==> config.mk <==
export PLATFORM = sky130hd
export DESIGN_NAME = ps2_rx_frame
export DESIGN_NICKNAME = d
export VERILOG_FILES = /design/src/rtl/ps2_rx_frame.sv
export SDC_FILE = /design/constraint.sdc
export NUM_CORES = 1
export LEC_CHECK = 0
export ABC_AREA = 1
export ABC_CLOCK_PERIOD_IN_PS = 1400
export BUFFER_PORTS_ARGS = -buffer_cell sky130_fd_sc_hd__buf_2
export CORE_ASPECT_RATIO = 0.7
export CORE_MARGIN = 2
export CORE_UTILIZATION = 45
export CTS_BUF_LIST = sky130_fd_sc_hd__clkbuf_16
export DETAILED_ROUTE_END_ITERATION = 10
export PLACE_DENSITY_LB_ADDON = 0.12
export SYNTH_ARGS = -nofsm -noshare
export SYNTH_HDL_FRONTEND = slang
export SYNTH_SLANG_ARGS = --single-unit
==> constraint.sdc <==
create_clock -name CLK_G -period 1.4 [get_ports CLK_G]
set_input_delay 0.42 -clock CLK_G [delete_from_list [all_inputs] [get_ports CLK_G]]
set_output_delay 0.42 -clock CLK_G [all_outputs]
set_load 0.1 [all_outputs]
==> src/rtl/ps2_rx_frame.sv <==
// PS/2 device-to-host receiver: synchronizes and deglitches ps2clk/ps2data,
// deserializes 11-bit frames and strobes out one checked scan code per frame.
module ps2_rx_frame #(
  parameter int FILTER_LEN  = 8,
  parameter int TIMEOUT_CYC = 20000
) (
  input  logic       CLK_G,
  input  logic       reset_G,
  input  logic       ps2clk,
  input  logic       ps2data,
  input  logic       Rx_en,
  output logic [7:0] dout,
  output logic       rx_done_tick,
  output logic       parity_err,
  output logic       frame_err,
  output logic       busy
);

  localparam int FW = $clog2(FILTER_LEN + 1);
  localparam int TW = $clog2(TIMEOUT_CYC + 1);

  localparam logic [1:0] IDLE  = 2'd0;
  localparam logic [1:0] RECV  = 2'd1;
  localparam logic [1:0] CHECK = 2'd2;

  logic [1:0]    clk_sync, dat_sync;
  logic          clk_filt, clk_filt_d, fall;
  logic [FW-1:0] fcnt;

  logic [1:0]    state;
  logic [3:0]    bcnt;
  logic [TW-1:0] tcnt;
  logic [9:0]    sh;
  logic [9:0]    sh_nxt;

  // Bit 1 of each sync pair is the synchronized level.
  always_ff @(posedge CLK_G) begin
    if (reset_G) begin
      clk_sync   <= 2'b11;
      dat_sync   <= 2'b11;
      clk_filt   <= 1'b1;
      clk_filt_d <= 1'b1;
      fcnt       <= '0;
      fall       <= 1'b0;
    end else begin
      clk_sync   <= {clk_sync[0], ps2clk};
      dat_sync   <= {dat_sync[0], ps2data};
      clk_filt_d <= clk_filt;
      fall       <= clk_filt_d & ~clk_filt;
      if (clk_sync[1] == clk_filt) begin
        fcnt <= '0;
      end else if (fcnt == FW'(FILTER_LEN - 1)) begin
        clk_filt <= clk_sync[1];
        fcnt     <= '0;
      end else begin
        fcnt <= fcnt + FW'(1);
      end
    end
  end

  // Frame is shifted in LSB first: sh[7:0] data, sh[8] parity, sh[9] stop.
  assign sh_nxt = {dat_sync[1], sh[9:1]};

  // Frame checks are resolved on the stop-bit fall so the strobe and the new
  // dout appear together in the single CHECK cycle.
  always_ff @(posedge CLK_G) begin
    if (reset_G) begin
      state        <= IDLE;
      bcnt         <= '0;
      tcnt         <= '0;
      sh           <= '0;
      dout         <= '0;
      rx_done_tick <= 1'b0;
      parity_err   <= 1'b0;
      frame_err    <= 1'b0;
    end else begin
      rx_done_tick <= 1'b0;
      parity_err   <= 1'b0;
      frame_err    <= 1'b0;
      case (state)
        IDLE: begin
          if (fall && Rx_en) begin
            if (!dat_sync[1]) begin
              state <= RECV;
              bcnt  <= '0;
              tcnt  <= TW'(1);
            end else begin
              frame_err <= 1'b1;
            end
          end
        end
        RECV: begin
          if (fall) begin
            sh   <= sh_nxt;
            tcnt <= TW'(1);
            bcnt <= bcnt + 4'd1;
            if (bcnt == 4'd9) begin
              state <= CHECK;
              if (!sh_nxt[9])
                frame_err <= 1'b1;
              else if ((^sh_nxt[8:0]) != 1'b1)
                parity_err <= 1'b1;
              else begin
                dout         <= sh_nxt[7:0];
                rx_done_tick <= 1'b1;
              end
            end
          // tcnt counts the fall cycle as 1, so this fires TIMEOUT_CYC cycles after it
          end else if (tcnt == TW'(TIMEOUT_CYC - 1)) begin
            state     <= IDLE;
            frame_err <= 1'b1;
            sh        <= '0;
            bcnt      <= '0;
          end else if (tcnt != TW'(TIMEOUT_CYC)) begin
            tcnt <= tcnt + TW'(1);
          end
        end
        CHECK: begin
          state <= IDLE;
          bcnt  <= '0;
        end
        default: state <= IDLE;
      endcase
    end
  end

  assign busy = (state == RECV) || (state == CHECK);

endmodule

==> reports/results.ini, run 1 <==
[run_status]
status = finished with violations
violations = setup timing

[flow_run]
maxCapViolCount = 0

[worst_setup_path]
crit_path_frequent_cell = nand2_2
critical_path.cell_chain = ha_4, nand2_4, nor2_4, nand3_4, nand2_2, nand2_4, nand2_8, buf_12, nor2_4, nand2_2, nand2_2, a21oi_2
r2r_start = tcnt[0]$_SDFFE_PP0P_
path_class = flop to flop
crit_path_end_kind = flop
crit_path_start = tcnt[0]$_SDFFE_PP0P_
worst-path-max-fanout = 6
reg2reg_slack_ps = -160
crit_arrival_ps = 1750
required_ps = 1590
slowest_delay_ps = 360
cp-start-kind = flop
slowest_stage = dfxtp_4

[global_route]
grtUsageTotal_pct = 21.8
antenna_found_initial = 0
grt_start_max_net_pins = 24
grt_pass1_vias = 2578
grt_pass1_wl_um = 11600
grt_overflow = 0

[route]
ant_nets = 0
wl_per_cell_um = 12.8
vias = 2797
wl_um = 7310
drt-initial-drc-count = 178
remaining_drc_errors = 0
avgViaCountPerCell = 4.91
firstDrtPassIters = 6

[floorplanning]
dieArea_um2 = 6660
dieHeight_um = 68.9
die_w_um = 96.7
boundaryPins = 17
start_util_pct = 47.0
core_um2 = 5760
row_count = 23

[clock_network]
clkSinkCount = 52
cts_buffer_depth = 2
cts-htree-levels = 2
root_buffer = clkbuf_16
cts_tree = yes
cts.clk_slew.worst_paths_ps = 70
clk-insertion-delay-late_ps = 290
cts_buffers = 5

[final_layout]
final_cell_mix = 94 x nand2_1, 53 x buf_4, 51 x inv_1
antenna_cells = 0
mostFrequentLayoutCell = nand2_1
area_growth_pct = 57.3
drive_above_1_share_pct = 43.2
fin_nets = 507

[synth]
synth_compound_area_share_pct = 7.39
ys_top_cells_by_area = dfxtp_1 38%, nand2_1 18%, inv_1 8.2%
syn_avg_cell_area_um2 = 6.62
synth_cell_types = 35
synth_top_cell_by_area = dfxtp_1
yosys.area.top_type_share_pct = 38.4
ys_seq_area_share_pct = 38.4
synth_top_family_by_area = simple AND/OR/NAND/NOR gates
synthSimpleGateAreaFrac_pct = 39.0
ys_ff_latch = 52
synthAdderAreaFrac_pct = 3.70
syn_area_um2 = 2710
synth_nets = 422
netlist_instances = 409
synth.area.mux_share_pct = 0
synth_xor_xnor_area_share_pct = 1.62
yosysWarnings = 0

[placement]
gp_congestion = 0.860
port_buffers = 16
dpl.hpwl_um = 4570

[power]
peakVddDrop_mv = 2.38
total_power_mw = 5.22
power_density_nw_per_um2 = 1230
power.leakage_nw = 1.76

[timing]
maxSlewViolCount = 0
period_minus_slack_ps = 1560
slew_headroom_pct = 77.6
min_period_over_period_pct = 111
rsz0062_at_grt = true
worst_slack_ps = -158
hold_slack_ps = 307
tightest_slew_ps = 336
skew_ps = 4.11
setup_viol = 34
hold_viol = 0
fmax_mhz = 642

[worst_hold_path]
min_path_type = primary input to flop
min_from = ps2data

[flip-flops by register name (all words and copies together) (netlist names)]
signal and count:
clk_filt_d 1, tcnt 15, bcnt 4, fall 1
sh 9, parity_err 1, dout 8, rx_done_tick 1
clk_filt 1, frame_err 1, dat_sync 2, state 2
fcnt 4, clk_sync 2
[what timing repair did]
action | CTS | global route
setup buffers | 11 | 4
resized for setup | 53 | 86
pin swaps | 18 | 21
hold endpoints to repair | 0 | 0
setup endpoints to repair | 40 | 42
cloned | 4 | 2
hold buffers | 0 | 0
[stage by stage]
| stage | setup TNS [ps] | cells | util [%] | setup slack [ps] | cell area (um2) |
|---|---|---|---|---|---|
| 6_report | -2870 | 570 | 74.0 | -158 | 4260 |
| 5_1_grt | -6510 | 570 | 74.0 | -259 | 4260 |
| 4_1_cts | -2710 | 567 | 69.3 | -147 | 3990 |
| 3_5_place_dp | -5620 | 544 | 60.4 | -266 | 3480 |
| 3_3_place_gp | -3440 | 544 | 60.4 | -183 | 3480 |
| 2_1_floorplan | -300 | 409 | - | -42.8 | 2770 |
[synthesized netlist by cell type]
library cell,count
a21boi_1,1
a21oi_1,23
buf_1,1
buf_2,2
buf_6,1
clkbuf_1,2
dfxtp_1,52
ha_1,8
inv_1,59
inv_2,2
inv_4,1
nand2_1,130
nand2_2,2
nand2_4,1
nand3_1,25
nand3_2,1
nand3_4,1
nand3b_1,1
nand4_1,9
nor2_1,52
nor2_2,1
nor2_4,2
nor3_1,7
nor3_2,1
nor3b_1,1
nor4_1,1
o21a_4,1
o21ai_0,6
o21ai_2,1
o21ai_4,1
o21bai_1,1
or2_0,1
or2_2,6
xnor2_1,2
xor2_1,3
[power breakdown]
part | internal (mW) | switching [mW]
sequential | 1.56 | 0.0655
clock | 0.840 | 0.538
combinational | 0.968 | 1.25
total | 3.37 | 1.85
[area by class of cell]
type,count,area [um2]
Clock buffer,5,125
Clock inverter,3,42.5
Fill cell,424,1500
Inverter,62,245
Multi-Input combinational cell,291,1850
Sequential cell,52,1080
Tap cell,75,93.8
Timing Repair Buffer,80,803
Timing Repair inverter,2,13.8
[final timing paths]
check / endpoint / depth (start not counted)
worst max-delay path: tcnt[13]$_SDFFE_PP0P_ / 12
worst min-delay path: dat_sync[0]$_SDFF_PP1_ / 2
worst max register to register: tcnt[13]$_SDFFE_PP0P_ / 12
worst min register to register: fall$_SDFF_PP0_ / 2
[per-layer routing]
metal	vias up	part of all wire, %	global-route usage [%]
met5	-	0	0
met4	0	1.1	5.99
met3	10	5.3	3.83
met2	66	48	38.8
met1	1274	46	27.9
li1	1447	-	-
[cells by family (layout without fill, tap and decap cells)]
logic type | after synthesis | in the layout
DFF | 52 | 52
and+or+nand+nor | 242 | 244
buffers and inverters | 68 | 152
xor gates and xnor gates | 5 | 5
AOI/OAI and AO/OA | 34 | 34
adders and majority gates | 8 | 8
[worst max-delay path: cells and delay by family, from the launching register on]
| kind | cells | cell delay [ps] |
|---|---|---|
| flip-flops | 1 | 360 |
| buffers and inverters | 1 | 140 |
| adder cells (fa/ha/maj) | 1 | 170 |
| AND/OR/NAND/NOR | 9 | 740 |
| AO/OA/AOI/OAI | 1 | 30 |
(Power assumes the default switching activity.)
==> run 2: changes to the inputs <==
--- a/config.mk
+++ b/config.mk
@@ -7,12 +7,13 @@
 export LEC_CHECK = 0
 export ABC_AREA = 1
 export ABC_CLOCK_PERIOD_IN_PS = 1400
-export BUFFER_PORTS_ARGS = -buffer_cell sky130_fd_sc_hd__buf_2
 export CORE_ASPECT_RATIO = 0.7
 export CORE_MARGIN = 2
-export CORE_UTILIZATION = 45
+export CORE_UTILIZATION = 57
 export CTS_BUF_LIST = sky130_fd_sc_hd__clkbuf_16
 export DETAILED_ROUTE_END_ITERATION = 10
+export DONT_BUFFER_PORTS = 1
+export MAX_ROUTING_LAYER = met4
 export PLACE_DENSITY_LB_ADDON = 0.12
 export SYNTH_ARGS = -nofsm -noshare
 export SYNTH_HDL_FRONTEND = slang
==> reports/results.ini, run 2 <==
[synth]
synth_top_cell_by_area = dfxtp_1
yosysMostFrequentCell = nand2_1
ys_top_cells_by_area = dfxtp_1 38%, nand2_1 18%, inv_1 8.2%
syn_area_um2 = 2710  ; unchanged
netlist_instances = 409  ; unchanged
synth_edf_count = 0  ; unchanged
syn_avg_cell_area_um2 = 6.62  ; unchanged
synth_cell_types = 35  ; unchanged
yosysWarnings = 0  ; unchanged
synth_nets = 422  ; unchanged
synthFlopType = dfxtp_1
ys_top_cells_by_count = 130 x nand2_1, 59 x inv_1, 52 x dfxtp_1, 52 x nor2_1, 25 x nand3_1
ys_ff_latch = 52  ; unchanged
yosys.area.top_type_share_pct = 38.4  ; unchanged
ys_seq_area_share_pct = 38.4  ; unchanged
synthArstFlopShare_pct = 0  ; unchanged

[clock_network]
cts_buffer_depth = 2  ; unchanged
clkSinkCount = 52  ; unchanged
cts_buffers = 5  ; unchanged
cts-htree-levels = 2  ; unchanged
root_buffer = clkbuf_16

[floorplanning]
start_util_pct = 60.8  ; +14 points
boundaryPins = 17  ; unchanged
dieHeight_um = 61.7  ; -11%
row_count = 20  ; -13%
die_w_um = 86.4  ; -11%

[timing]
endpoint_type = register input
crit_endpoint = tcnt[14]$_SDFFE_PP0P_/D

[run_status]
stop_error = [ERROR GRT-0232] Routing congestion too high. Check the congestion heatmap in the GUI.
stop_stage = 5_1_grt
status = aborted with a tool error

[placement]
port_buffers = 0  ; -16
gp_congestion = 0.934  ; +8.6%
dpl.cell_count = 516  ; -5.1%
dpl.hpwl_um = 4410  ; -3.6%
place_area_um2 = 3390  ; -2.5%

[global_route]
antenna_found_initial = 1
grt_start_max_net_pins = 25
grtUsageTotal_pct = 80.9
grt_overflow = 213

[run 2: cell counts after synthesis]
Identical to the previous run, type by type.
[run 2: timing repair]
| item | in CTS |
|---|---|
| hold buffers | 0 |
| pin swaps | 16 |
| setup buffers | 7 |
| resized for setup | 86 |
| gates cloned | 4 |
| endpoints found under the hold margin | 0 |
| setup endpoints to repair | 41 |
[run 2: cell families after synthesis]
group                    count (synthesis)  share of synthesized area (%)
AO/OA/AOI/OAI                           34                           7.39
adder cells (fa/ha/maj)                  8                           3.70
XOR/XNOR                                 5                           1.62
AND/OR/NAND/NOR                        242                           39.0
buffers and inverters                   68                           9.89
flip-flops                              52                           38.4
[run 2: stage by stage]
stage	utilization [%]	setup slack, ps	hold WS (ps)
detailed placement	76.1	-172	404
global placement	76.1	-138	392
CTS	88.5	-173	174
floorplan	-	-42.8	385
[run 2: per-layer routing]
| layer | track usage (%) | overflow |
|---|---|---|
| met3 | 50.0 | 0 |
| met1 | 72.1 | 0 |
| met4 | 98.9 | 79 |
| met5 | - | - |
| met2 | 109 | 134 |
==> run 3: changes to the inputs <==
==> config.mk (replaced) <==
export PLATFORM = sky130hd
export DESIGN_NAME = ps2_rx_frame
export DESIGN_NICKNAME = d
export VERILOG_FILES = /design/src/rtl/ps2_rx_frame.sv
export SDC_FILE = /design/constraint.sdc
export NUM_CORES = 1
export LEC_CHECK = 0
export ABC_AREA = 1
export ABC_CLOCK_PERIOD_IN_PS = 1800
export CORE_MARGIN = 2
export CORE_UTILIZATION = 40
export DETAILED_ROUTE_END_ITERATION = 10
export DONT_BUFFER_PORTS = 1
export PLACE_DENSITY_LB_ADDON = 0.15
export SYNTH_ARGS = -nofsm -noshare
export SYNTH_HDL_FRONTEND = slang
export SYNTH_SLANG_ARGS = --single-unit
==> constraint.sdc (replaced) <==
create_clock -name CLK_G -period 1.8 [get_ports CLK_G]
set_input_delay 0.54 -clock CLK_G [delete_from_list [all_inputs] [get_ports CLK_G]]
set_output_delay 0.54 -clock CLK_G [all_outputs]
set_load 0.1 [all_outputs]
==> reports/results.ini, run 3 (same netlist as run 1, synthesis figures left out) <==
[route]
firstDrtPassIters = 4
wl_um = 5570
ant_nets = 0
avgViaCountPerCell = 4.70
vias = 2436
wl_per_cell_um = 10.7
remaining_drc_errors = 0
drt-initial-drc-count = 109

[final_layout]
regArea_um2 = 1050
top_register = tcnt
mostFrequentLayoutCell = nand2_1
antenna_cells = 0
final_cell_mix = 128 x nand2_1, 59 x inv_1, 50 x nor2_1
fin_nets = 453
multi_input_area_um2 = 1430
fillCellCount = 651
stdcell_count = 518
drive_above_1_share_pct = 16.1
reg.largest.list = tcnt (15), sh (9), dout (8)
final_cell_area_um2 = 3160
largest_register_ffs = 15
area_growth_pct = 16.7

[power]
p_seq_share_pct = 38.6
internal-power_mw = 2.08
power.leakage_nw = 1.33
power_switching_mw = 1.18
power_density_nw_per_um2 = 1030
power_frac_comb_pct = 35.9
pwr-share-clk_pct = 25.5
sw_frac_of_total_pct = 36.1
peakVddDrop_mv = 1.77

[timing]
skew_ps = 8.67
tightest_slew_ps = 292
fmax_mhz = 573
fin_tns_setup_ps = 0
maxSlewViolCount = 0
min_period_over_period_pct = 96.9
worst_slack_ps = 55.5
period_minus_slack_ps = 1740
hold_viol = 0
hold_slack_ps = 286
slew_headroom_pct = 80.5
setup_viol = 0

[worst_hold_path]
min_path_type = primary input to flop

[floorplanning]
die_w_um = 86.3  ; -0.12%
start_util_pct = 41.9  ; -19 points
dieHeight_um = 86.3  ; +40%
boundaryPins = 17  ; unchanged
row_count = 29  ; +45%
dieArea_um2 = 7440
core_um2 = 6460

[flow_run]
maxCapViolCount = 0

[worst_setup_path]
slowest_delay_ps = 370
slowest_stage = dfxtp_4
critical_path.cell_chain = inv_1, ha_1, buf_12
cp-start-kind = flop
worst-path-max-fanout = 4
path_delay_family = flip-flops
crit_arrival_ps = 1200
critical_path_buf_inv_count = 2
crit_path_end_kind = primary output
required_ps = 1260
path_class = flop to primary output

[global_route]
grtUsageTotal_pct = 16.2
gr-usage-met3_pct = 3.24
grt_start_max_net_pins = 25
gr-usage-met1_pct = 20.8
antenna_found_initial = 0
met2_usage_pct = 27.7
grt_pass1_vias = 2295
grt_overflow = 0
grt_pass1_wl_um = 9920
busiest_layer = met2

[placement]
gp_congestion = 0.817  ; -12%
dpl.hpwl_um = 4130  ; -6.3%
port_buffers = 0  ; unchanged
place_area_um2 = 2950  ; -13%
place_ws_ps = 55.0  ; +227 ps
dpl.cell_count = 502  ; -2.7%

[clock_network]
clkSinkCount = 52  ; unchanged
postCtsHoldBufs = 0  ; unchanged
cts_tree = yes
cts_buffers = 5  ; unchanged
root_buffer = clkbuf_8
cts_buffer_depth = 2  ; unchanged
cts.clk_slew.worst_paths_ps = 100
cts-htree-levels = 2  ; unchanged
clk-insertion-delay-late_ps = 310

[run_status]
status = completed

==> run 3: worst paths after layout <==
path / depth (start not counted) / slack [ps] / startpoint / endpoint
worst max-delay path: 3 / 60 / state[0]$_SDFFE_PP0P_ / busy
worst min-delay path: 1 / 290 / reset_G / sh[4]$_SDFFE_PP0P_
worst max register to register: 10 / 130 / tcnt[0]$_SDFFE_PP0P_ / tcnt[1]$_SDFFE_PP0P_
worst min register to register: 2 / 410 / clk_filt_d$_SDFF_PP1_ / fall$_SDFF_PP0_
==> run 3: final cells by class <==
class                      instances  share of cell area, %
timing repair buffer              29                   7.29
clock inverter                     2                   1.23
sequential                        52                   33.2
inverter                          62                   7.52
multi-input combinational        289                   45.1
timing repair inverter             1                  0.238
tap                               77                   3.05
clock buffer                       6                   2.30
==> run 3: stage by stage <==
| stage | util, % | total power [mW] |
|---|---|---|
| finish | 48.9 | 3.25 |
| global route | 48.9 | 3.44 |
| CTS | 47.4 | 3.17 |
| detailed placement | 45.7 | 2.32 |
| global placement | 45.7 | 2.31 |
| floorplan | - | 2.06 |
==> run 3: repair_timing <==
item	4_1_cts	5_1_grt
setup endpoints to repair	1	32
cloned	0	1
setup buffers	0	7
pin swaps	0	3
resized for setup	1	14
==> run 3: power groups by stage <==
stage	combinational, mW	clock [mW]	sequential (mW)
6_report	1.17	0.828	1.26
5_1_grt	1.27	0.903	1.27
4_1_cts	1.06	0.861	1.25
3_5_place_dp	1.05	0	1.27
3_3_place_gp	1.04	0	1.27
2_1_floorplan	0.793	0	1.26
==> run 3: per-layer routing <==
layer | vias to the layer above | routed length (um)
met1 | 1061 | 2680
met2 | 45 | 2580
met3 | 6 | 251
met4 | 0 | 61
li1 | 1324 | -
met5 | - | 0
